**src/rtl/logical_r_shift_seq.sv**
```systemverilog
// Multi-cycle logical right shifter: one log-shifter stage per clock, valid/ready on both sides.
// Define LOGICAL_R_SHIFT_ARITH_EN to add the 'arith' input for sign-filling shifts.
module logical_r_shift_seq #(
  parameter int WIDTH = 32
) (
  input  logic             clk,
  input  logic             rst_n,
  input  logic             in_valid,
  output logic             in_ready,
  input  logic [WIDTH-1:0] a,
  input  logic [31:0]      b,
  output logic             out_valid,
  input  logic             out_ready,
  output logic [WIDTH-1:0] result,
  output logic             busy
`ifdef LOGICAL_R_SHIFT_ARITH_EN
  ,
  input  logic             arith
`endif
);

  localparam int SHW = $clog2(WIDTH);
  localparam logic [SHW:0] LAST = (SHW+1)'(SHW);

  typedef enum logic [1:0] {IDLE, SHIFT, DONE} state_t;

  state_t           state;
  logic [WIDTH-1:0] acc;
  logic [SHW-1:0]   cnt;
  logic             ovf;
  logic [SHW:0]     stage;
  logic             fill;

  logic [SHW-1:0]   amt;
  logic [WIDTH-1:0] fillmask;
  logic [WIDTH-1:0] shifted;

`ifdef LOGICAL_R_SHIFT_ARITH_EN
  logic arith_q;
  logic sign_q;
  assign fill = arith_q & sign_q;
`else
  assign fill = 1'b0;
`endif

  always_comb begin
    amt      = SHW'(1) << stage;
    fillmask = ~({WIDTH{1'b1}} >> amt);
    shifted  = (acc >> amt) | (fillmask & {WIDTH{fill}});
  end

  always_ff @(posedge clk or negedge rst_n) begin
    if (!rst_n) begin
      state     <= IDLE;
      in_ready  <= 1'b1;
      out_valid <= 1'b0;
      busy      <= 1'b0;
      result    <= '0;
      acc       <= '0;
      cnt       <= '0;
      ovf       <= 1'b0;
      stage     <= '0;
`ifdef LOGICAL_R_SHIFT_ARITH_EN
      arith_q   <= 1'b0;
      sign_q    <= 1'b0;
`endif
    end else begin
      case (state)
        IDLE: begin
          if (in_valid) begin
            acc      <= a;
            cnt      <= b[SHW-1:0];
            ovf      <= |b[31:SHW];
            stage    <= '0;
`ifdef LOGICAL_R_SHIFT_ARITH_EN
            arith_q  <= arith;
            sign_q   <= a[WIDTH-1];
`endif
            state    <= SHIFT;
            in_ready <= 1'b0;
            busy     <= 1'b1;
          end
        end
        SHIFT: begin
          // cnt is consumed LSB-first so cnt[0] always holds the bit for the current stage;
          // the extra cycle at stage==LAST registers the result, giving a fixed SHW+1 latency.
          if (stage == LAST) begin
            state     <= DONE;
            out_valid <= 1'b1;
            result    <= acc;
          end else begin
            if (ovf)
              acc <= {WIDTH{fill}};
            else if (cnt[0])
              acc <= shifted;
            cnt   <= cnt >> 1;
            stage <= stage + 1'b1;
          end
        end
        DONE: begin
          if (out_ready) begin
            state     <= IDLE;
            out_valid <= 1'b0;
            in_ready  <= 1'b1;
            busy      <= 1'b0;
          end
        end
        default: state <= IDLE;
      endcase
    end
  end

endmodule

```
**config.mk**
```make
export PLATFORM = sky130hd
export DESIGN_NAME = logical_r_shift_seq
export DESIGN_NICKNAME = d
export VERILOG_FILES = /design/src/rtl/logical_r_shift_seq.sv
export SDC_FILE = /design/constraint.sdc
export NUM_CORES = 1
export LEC_CHECK = 0
export BUFFER_PORTS_ARGS = -buffer_cell sky130_fd_sc_hd__buf_2
export CAP_MARGIN = 20
export CORE_MARGIN = 8
export CORE_UTILIZATION = 50
export DETAILED_ROUTE_END_ITERATION = 12
export PLACE_DENSITY_LB_ADDON = 0.05
export SLEW_MARGIN = 20
export SYNTH_ARGS = -nofsm -noshare
export SYNTH_HDL_FRONTEND = slang
export SYNTH_SLANG_ARGS = --single-unit
```
**constraint.sdc**
```tcl
create_clock -name clk -period 3.2 [get_ports clk]
set_input_delay 0.48 -clock clk [delete_from_list [all_inputs] [get_ports clk]]
set_output_delay 0.48 -clock clk [all_outputs]
set_load 0.01 [all_outputs]
```
======== Yosys cells after proc, flatten, opt, wreduce, memory -nomap -nowiden ========
Index checks and enable logic that the tools add are counted.
cells by class
  $add $sub $neg .......................... 1
  equality and inequality tests ........... 8
  shifts and indexed selects .............. 2
  muxes and demuxes ....................... 23
  reduce and logical (&&, ||, !) cells .... 12
operator list
  kind                                             count
  2-to-1 mux 32 bit                                4
  case mux 32 bit (2 select lines)                 1
  right shift 32 x 5 -> 32 bit                     1
  OR reduction 27 bit                              1
  2-to-1 mux 6 bit                                 2
  case mux 6 bit (2 select lines)                  1
  AND reduction 3 bit                              4
  2-to-1 mux 5 bit                                 2
  case mux 5 bit (2 select lines)                  1
  inequality test 2 bit, second input constant     4
  adder 6 x 1 -> 6 bit, second input constant      1
  == test 6 x 3 -> 1 bit, second input constant    1
  2-to-1 mux 2 bit                                 3
  case mux 1 bit (2 select lines)                  3
  case mux 2 bit (3 select lines)                  1
  nonzero test 2 bit                               3
  left shift 1 x 6 -> 5 bit, first input constant  1
  2-to-1 mux 1 bit                                 5
  AND reduction 2 bit                              2
  AND reduction 4 bit                              1
  inequality test 3 bit, second input constant     1
  == test 2 x 1 -> 1 bit, second input constant    1
  == test 2 bit, second input constant             1
  zero test 2 bit                                  1
word-level totals
  bits in registers ....................... 81
  input bits .............................. 68
  output and inout bits ................... 35
  logic and storage cells ................. 55

======== Depth between registers and ports, before layout ========
Gate-level depths: netlist (run 1).
  depth in word-level cells ............... 6
  gate-level depth with buffers ........... 10
  gate-level depth less buffers ........... 6

======== Worst setup path after synthesis (run 1) ========
OpenSTA, ideal clock, no wires.
  path kind ............................... reg2reg
  start point ............................. register stage[1]
  end point ............................... register acc[1]
  library setup time ...................... 0.125 ns
  arrival time ............................ 2.404 ns
  data required time ...................... 3.075 ns
  path slack .............................. 0.672 ns
  cell stages (with the launch flop) ...... 9
  clock period less this slack ............ 2.528 ns
  cells stage by stage .................... dfrtp_1 > inv_1 > clkbuf_1 > clkbuf_1 > ha_1 > a211oi_1 > or2_2 > o21ai_1 > mux2_2
on the way
  cells in the longest elaborated chain, start to end .. 6
  elaborated cells between the ends (all ways) .. 9
  classes of those cells .................. 2 x eq/ne; 2 x shift; 4 x mux; 1 x reduce/logical
RTL lines
  element                           line  source
  start, declared                   31    logic [SHW:0] stage;
  start signal, assigned            97    stage <= stage + 1'b1;
  left shift 1 x 6 -> 5 bit         47    amt = SHW'(1) << stage;
  right shift 32 x 5 -> 32 bit      49    shifted = (acc >> amt) | (fillmask & {WIDTH{fill}});
  2-to-1 mux 32 bit                 94    else if (cnt[0])
  2-to-1 mux 32 bit                 92    if (ovf)
  2-to-1 mux 32 bit                 87    if (stage == LAST) begin
  case mux 32 bit (2 select lines)  68    case (state)
  end signal, assigned              93    acc <= {WIDTH{fill}};
  end signal, assigned              95    acc <= shifted;
  end, declared                     28    logic [WIDTH-1:0] acc;
Parallel ways exist; a longest one is shown, timed or not. The select of a mux whose other input is x is not followed.
A chain may end at the register's enable or synchronous reset.

======== Worst setup path after layout (run 1) ========
  start point ............................. register stage[5]
  end point ............................... register acc[12]
The elaborated chain is that of the path after synthesis.

==> results of run 1 <==
placed cells by master, fill, tap and decap left out, drive strengths merged, types with 15 or more instances in the layout:
cell type	n
a21oi	53
buf	124
dfrtp	80
mux2	33
nand2	52
nand3	16
nor2	49
nor3	15
o211ai	15
o21ai	47
registers in the layout (all words and copies together) (netlist names):
signal	flops
cnt	5
stage	6
out_valid	1
acc	32
in_ready	1
ovf	1
state	2
result	32
busy	1
final cells by class:
cell class / instances / area [µm²]
fill: 955 / 4230
multi-input combinational: 433 / 2900
clock buffer: 12 / 145
timing repair buffer: 124 / 682
tap: 136 / 170
clock inverter: 1 / 5.00
inverter: 6 / 22.5
sequential: 81 / 2030
critical path, stage by stage, from the launching register on:
cell	delay (ns)
dfrtp_1	0.49
or4_1	0.92
buf_4	0.34
a2111oi_4	0.39
nor3_1	0.09
a211oi_1	0.23
o31ai_1	0.11
kinds of logic after synthesis:
logic type	count (synthesis)	share of synthesized area, %
flops	81	39.3
fa+ha+maj	2	0.485
simple gates	183	17.9
xor+xnor	4	0.678
buf+inv	50	4.56
mux	52	12.1
compound gates	192	25.0
worst min path at each step:
| stage | start | to | slack [ns] | depth (start not counted) |
|---|---|---|---|---|
| 2_1_floorplan | rst_n | acc[0] | 0.18 | 0 |
| 3_3_place_gp | result[19] | result[19] | 0.48 | 1 |
| 3_5_place_dp | result[1] | result[1] | 0.49 | 1 |
| 4_1_cts | b[4] | cnt[4] | 0.30 | 3 |
| 5_1_grt | rst_n | result[13] | 0.21 | 1 |
| 6_report | rst_n | result[13] | 0.15 | 1 |
layer usage:
metal	track usage [%]	vias up
li1	-	2299
met1	34.6	2420
met2	39.8	290
met3	7.43	53
met4	11.5	0
met5	0	-
power breakdown:
| part | internal, mW | switching [mW] |
|---|---|---|
| combinational | 1.71 | 2.72 |
| clock | 0.290 | 0.369 |
| sequential | 1.48 | 0.616 |
==> reports/qor.csv, run 1 <==
stage;metric;value;unit
timing;fin worst setup slack;0.506;ns
timing;RSZ-0062 raised after global routing;false;
power;total power;7.19;mW
critical_path;Worst Reg-to-Reg Cells;6;
clock_tree;CTS tree;done;
cells_and_area;Antenna Cells;0;
timing;Slew Viols, Final;0;
floorplan;row cnt;37;
timing;period utilisation layout;84.2;%
route;DR pass1 iterations;5;
timing;Worst Clk Skew;0.00666;ns
cells_and_area;post-layout net count;725;
cells_and_area;Layout Cells excl Fill;793;
route;metal3 WL;1750;µm
logic_synthesis;area leader, netlist;dfrtp_1;
logic_synthesis;post-synth cell types;72;
place;HPWL Detailed;12900;µm
route;Post-Route WL;18300;µm
critical_path;crit path from;stage[5];
critical_path;CP Capture Type;flip-flop;
place;dpl cells;780;
floorplan;initial core utilization;50.7;%
global_route;Total GRT Usage;26.4;%
logic_synthesis;Yosys warnings;0;
logic_synthesis;Mapped Nets;634;
critical_path;critical path required time;3.45;ns
global_route;largest net degree at the start of global routing;82;
cells_and_area;design area;0.00595;mm²
logic_synthesis;synthesized flop and latch total;81;
route;met1 wire length;7970;µm
outcome;status;finished clean;
critical_path;Worst Path Arrival;2.95;ns
clock_tree;Sink Count;81;
clock_tree;CTS Buffer Depth;2;
global_route;first-pass GRT wire length;29200;µm
timing;Slew HR;49.5;%
place;I/O Buffers;102;
logic_synthesis;Mapped Cells;564;
critical_path;Worst Setup Path Type;flip-flop to flip-flop;
power;Worst VDD drop;466;µV
timing;Hold WS;0.150;ns
timing;final setup vio count;0;
logic_synthesis;Area contributors post-synth;dfrtp_1 (39%), mux2_2 (7.2%), a21oi_1 (5.0%), o21ai_0 (4.3%), nand2_1 (3.7%);
global_route;vias in the first global route;5131;
clock_tree;TritonCTS buffer count;9;
clock_tree;H-tree levels;3;
route;highest routed layer;met4;
global_route;grt ovf;0;
logic_synthesis;Post-synth ARST share;100;%
global_route;initial antenna violation count;0;
logic_synthesis;Post-Syn Area per Cell;9.16;µm²
route;Vias;5062;
logic_synthesis;Yosys top cell area share;38.8;%
route;final antenna-violating net count;0;
power;pwr/cell area;1210;mW/mm²
timing;total negative slack;0;ns
logic_synthesis;Synth Cell Area;0.00516;mm²
clock_tree;clk slew on worst S/H paths;0.08;ns
job;Max-cap violations;0;
critical_path;R2R Path Start;stage[5];
timing;maximum clock rate;371;MHz
route;met2 WL post-DR;7980;µm
clock_tree;clk root buf;clkbuf_8;
logic_synthesis;sequential area share after synthesis;39.3;%
logic_synthesis;Post-synth EDFFs;0;
logic_synthesis;top_reg_cell synth;dfrtp_1;
route;initial DRC count;494;
floorplan;Die Y;118;µm
clock_tree;Post-CTS Setup Inserts;0;
critical_path;crit path launch type;flip-flop;
clock_tree;hold-fix buffers at CTS;0;
critical_path;CP max FO;16;
route;WL/cell;23.0;µm
timing;Fin. Hold Viols;0;
critical_path;Critical Path End;acc[12];
critical_path;FF-to-FF End;acc[12];
place;Placement Setup Slack;0.556;ns
critical_path;FF-to-FF setup slack;0.51;ns
timing;Tmin final;2.69;ns
logic_synthesis;Synth top cells by count;dfrtp_1 (80), a21oi_1 (52), nand2_1 (51), nor2_1 (47), o21ai_0 (44);
cells_and_area;layout cells sized above 1;29.8;%
floorplan;Die ar.;0.0138;mm²
clock_tree;Resized cells post-CTS;0;
logic_synthesis;most frequent cell after synthesis;dfrtp_1;
place;dpl cell area;0.00580;mm²
place;RD Place Congestion;0.940;
floorplan;CORE AREA;0.0102;mm²
min_path;Hold WC Path Type;input pin to async pin;
floorplan;IO Count;103;
clock_tree;Skew-Pair Late Insertion Delay;0.37;ns
cells_and_area;post-layout util;58.5;%
route;DRC;0;
route;via/cell ratio;6.38;
cells_and_area;area growth from synthesis to layout;15.3;%
timing;worst slew pin tran;0.757;ns
floorplan;chip width;118;µm
power;Pleak;2.63;nW
Note: power is estimated with default switching activity, not from simulation.
==> run 2: changes to the inputs <==
==> constraint.sdc (replaced) <==
create_clock -name clk -period 2.7 [get_ports clk]
set_input_delay 0.405 -clock clk [delete_from_list [all_inputs] [get_ports clk]]
set_output_delay 0.405 -clock clk [all_outputs]
set_load 0.01 [all_outputs]
==> run 2 against run 1 <==
  * Cell area is 2.8% higher
  * First-iteration DRC count is 8.7% higher
  * Global-route usage is 0.057 points higher
  * Flip-flop and latch count stayed put
  * Setup slack worse by 0.34 ns
  * Sequential share of layout area is 0.93 points lower
  * Combinational power is 24% higher
  * Power is 23% higher
  * Register-to-register slack worse by 0.34 ns
  * Die area stayed put
  * Clock-buffer cell count is 2 higher
==> reports/qor.csv, run 2 (synthesized netlist as in run 1, its figures left out) <==
stage;metric;value;unit
outcome;status;finished clean;
clock_tree;Resized cells post-CTS;0;
cells_and_area;Multi-input gate area;0.00290;mm²
cells_and_area;post-layout util;60.1;%
power;Clk pwr share;10.6;%
cells_and_area;FF+latch area;0.00203;mm²
route;met2 WL post-DR;8330;µm
route;final antenna-violating net count;0;
timing;Worst Clk Skew;0.00905;ns
timing;total negative slack;0;ns
min_path;hold_sp;b[4];
critical_path;Worst Path Arrival;2.78;ns
power;Internal;4.41;mW
floorplan;CORE AREA;0.0102;mm²
timing;Slew HR;41.8;%
critical_path;crit path from;stage[2];
critical_path;crit-path cells;buf_4 > nor4b_4 > a211oi_1 > or2_2 > o21ai_1 > mux2_2;
timing;Tmin final;2.53;ns
place;dpl cells;792;
timing;maximum clock rate;395;MHz
power;Pleak;2.72;nW
timing;fin worst setup slack;0.167;ns
power;Worst VDD drop;647;µV
cells_and_area;layout cells sized above 1;31.4;%
critical_path;WP buf/inv;1;
cells_and_area;Layout Cells excl Fill;809;
timing;Hold WS;0.259;ns
cells_and_area;design area;0.00612;mm²
floorplan;chip width;118;µm
clock_tree;Skew-Pair Late Insertion Delay;0.37;ns
critical_path;Slowest-stage cell, CP;o21ai_1;
floorplan;row cnt;37;
cells_and_area;post-layout net count;738;
critical_path;crit-path leading delay family;simple AND/OR/NAND/NOR gates;
place;HPWL Detailed;13500;µm
timing;worst slew pin tran;0.867;ns
route;DRC;0;
floorplan;Die Y;118;µm
clock_tree;CTS Buffer Depth;2;
clock_tree;CTS tree;done;
place;RD Place Congestion;0.970;
critical_path;critical path required time;2.95;ns
global_route;grt ovf;0;
floorplan;Die ar.;0.0138;mm²
critical_path;crit-path max cell delay;0.47;ns
cells_and_area;commonest non-fill, non-tap cell in the layout;buf_2;
power;Psw;4.47;mW
power;pwr/cell area;1450;mW/mm²
cells_and_area;biggest regs;acc (32), result (32), stage (6);
global_route;initial antenna violation count;0;
global_route;largest net degree at the start of global routing;39;
cells_and_area;Antenna Cells;0;
cells_and_area;fillers;925;
clock_tree;Sink Count;81;
job;Max-cap violations;0;
power;Seq pwr share;27.6;%
route;highest routed layer;met4;
clock_tree;clk slew on worst S/H paths;0.08;ns
critical_path;CP Capture Type;flip-flop;
clock_tree;TritonCTS buffer count;9;
clock_tree;clk root buf;clkbuf_8;
route;initial DRC count;537;
min_path;Hold WC Path Type;input pin to flip-flop;
power;Combinational Power Share;61.8;%
global_route;Total GRT Usage;26.5;%
power;total power;8.88;mW
timing;final setup vio count;0;
route;via/cell ratio;6.40;
floorplan;IO Count;103;
route;metal3 WL;1490;µm
route;WL/cell;22.6;µm
route;Post-Route WL;18200;µm
cells_and_area;most frequent cells in the layout;buf_2 (101), dfrtp_1 (79), a21oi_1 (52);
critical_path;Worst Setup Path Type;flip-flop to flip-flop;
cells_and_area;area growth from synthesis to layout;18.5;%
timing;period utilisation layout;93.8;%
global_route;first-pass GRT wire length;29600;µm
timing;Slew Viols, Final;0;
route;Vias;5179;
critical_path;CP max FO;21;
critical_path;crit path launch type;flip-flop;
route;DR pass1 iterations;5;
place;dpl cell area;0.00590;mm²
route;met1 wire length;7840;µm
floorplan;initial core utilization;50.7;%
place;Placement Setup Slack;0.274;ns
power;Sw Ratio;50.4;%
global_route;vias in the first global route;5322;
place;I/O Buffers;102;
timing;Fin. Hold Viols;0;
clock_tree;H-tree levels;3;
timing;RSZ-0062 raised after global routing;false;
critical_path;R2R Path Start;stage[2];
run 2: changes by cell type in the layout (fill, tap and decap cells not counted):
cell	change
buf_6	-1
bufinv_16	+1
clkbuf_8	+2
buf_4	+12
dlygate4sd3_1	+1
buf_12	+1
run 2: area by class of cell:
| class | instances | area share, % |
|---|---|---|
| Multi-Input combinational cell | 433 | 47.4 |
| Sequential cell | 81 | 33.2 |
| Clock buffer | 14 | 2.82 |
| Timing Repair Buffer | 137 | 12.9 |
| Tap cell | 136 | 2.78 |
| Clock inverter | 2 | 0.572 |
| Inverter | 6 | 0.368 |
run 2: worst paths after layout:
check | slack [ns] | to | cells past startpoint
worst max register to register | 0.17 | acc[1] | 6
min in group asynchronous | 0.52 | result[14] | 2
worst min register to register | 0.50 | result[30] | 1
worst min-delay path | 0.26 | cnt[4] | 3
worst max-delay path | 0.17 | acc[1] | 6
max in group asynchronous | 1.56 | in_ready | 3
run 2: worst reg2reg max path, cell delays in order (launching register included):
cell and delay (ns):
dfrtp_1 0.35, buf_4 0.26, nor4b_4 0.38, a211oi_1 0.23
or2_2 0.33, o21ai_1 0.47, mux2_2 0.41
run 2: repair_timing:
action,4_1_cts,5_1_grt
buffers inserted,0,0
hold buffers,1,0
hold endpoints to repair,29,0
run 2: power groups by stage:
stage	clock, mW	combinational [mW]	sequential [mW]
after floorplan	0	3.68	2.27
after global placement	0	5.33	2.44
after detailed placement	0	5.36	2.45
after CTS	0.954	5.40	2.43
after global routing	1.00	5.91	2.52
final	0.942	5.49	2.45
run 2: per-layer routing:
metal | vias up | track usage, %
met1 | 2495 | 35.8
li1 | 2327 | -
met4 | 0 | 11.8
met2 | 315 | 40.1
met3 | 42 | 5.32
met5 | - | 0
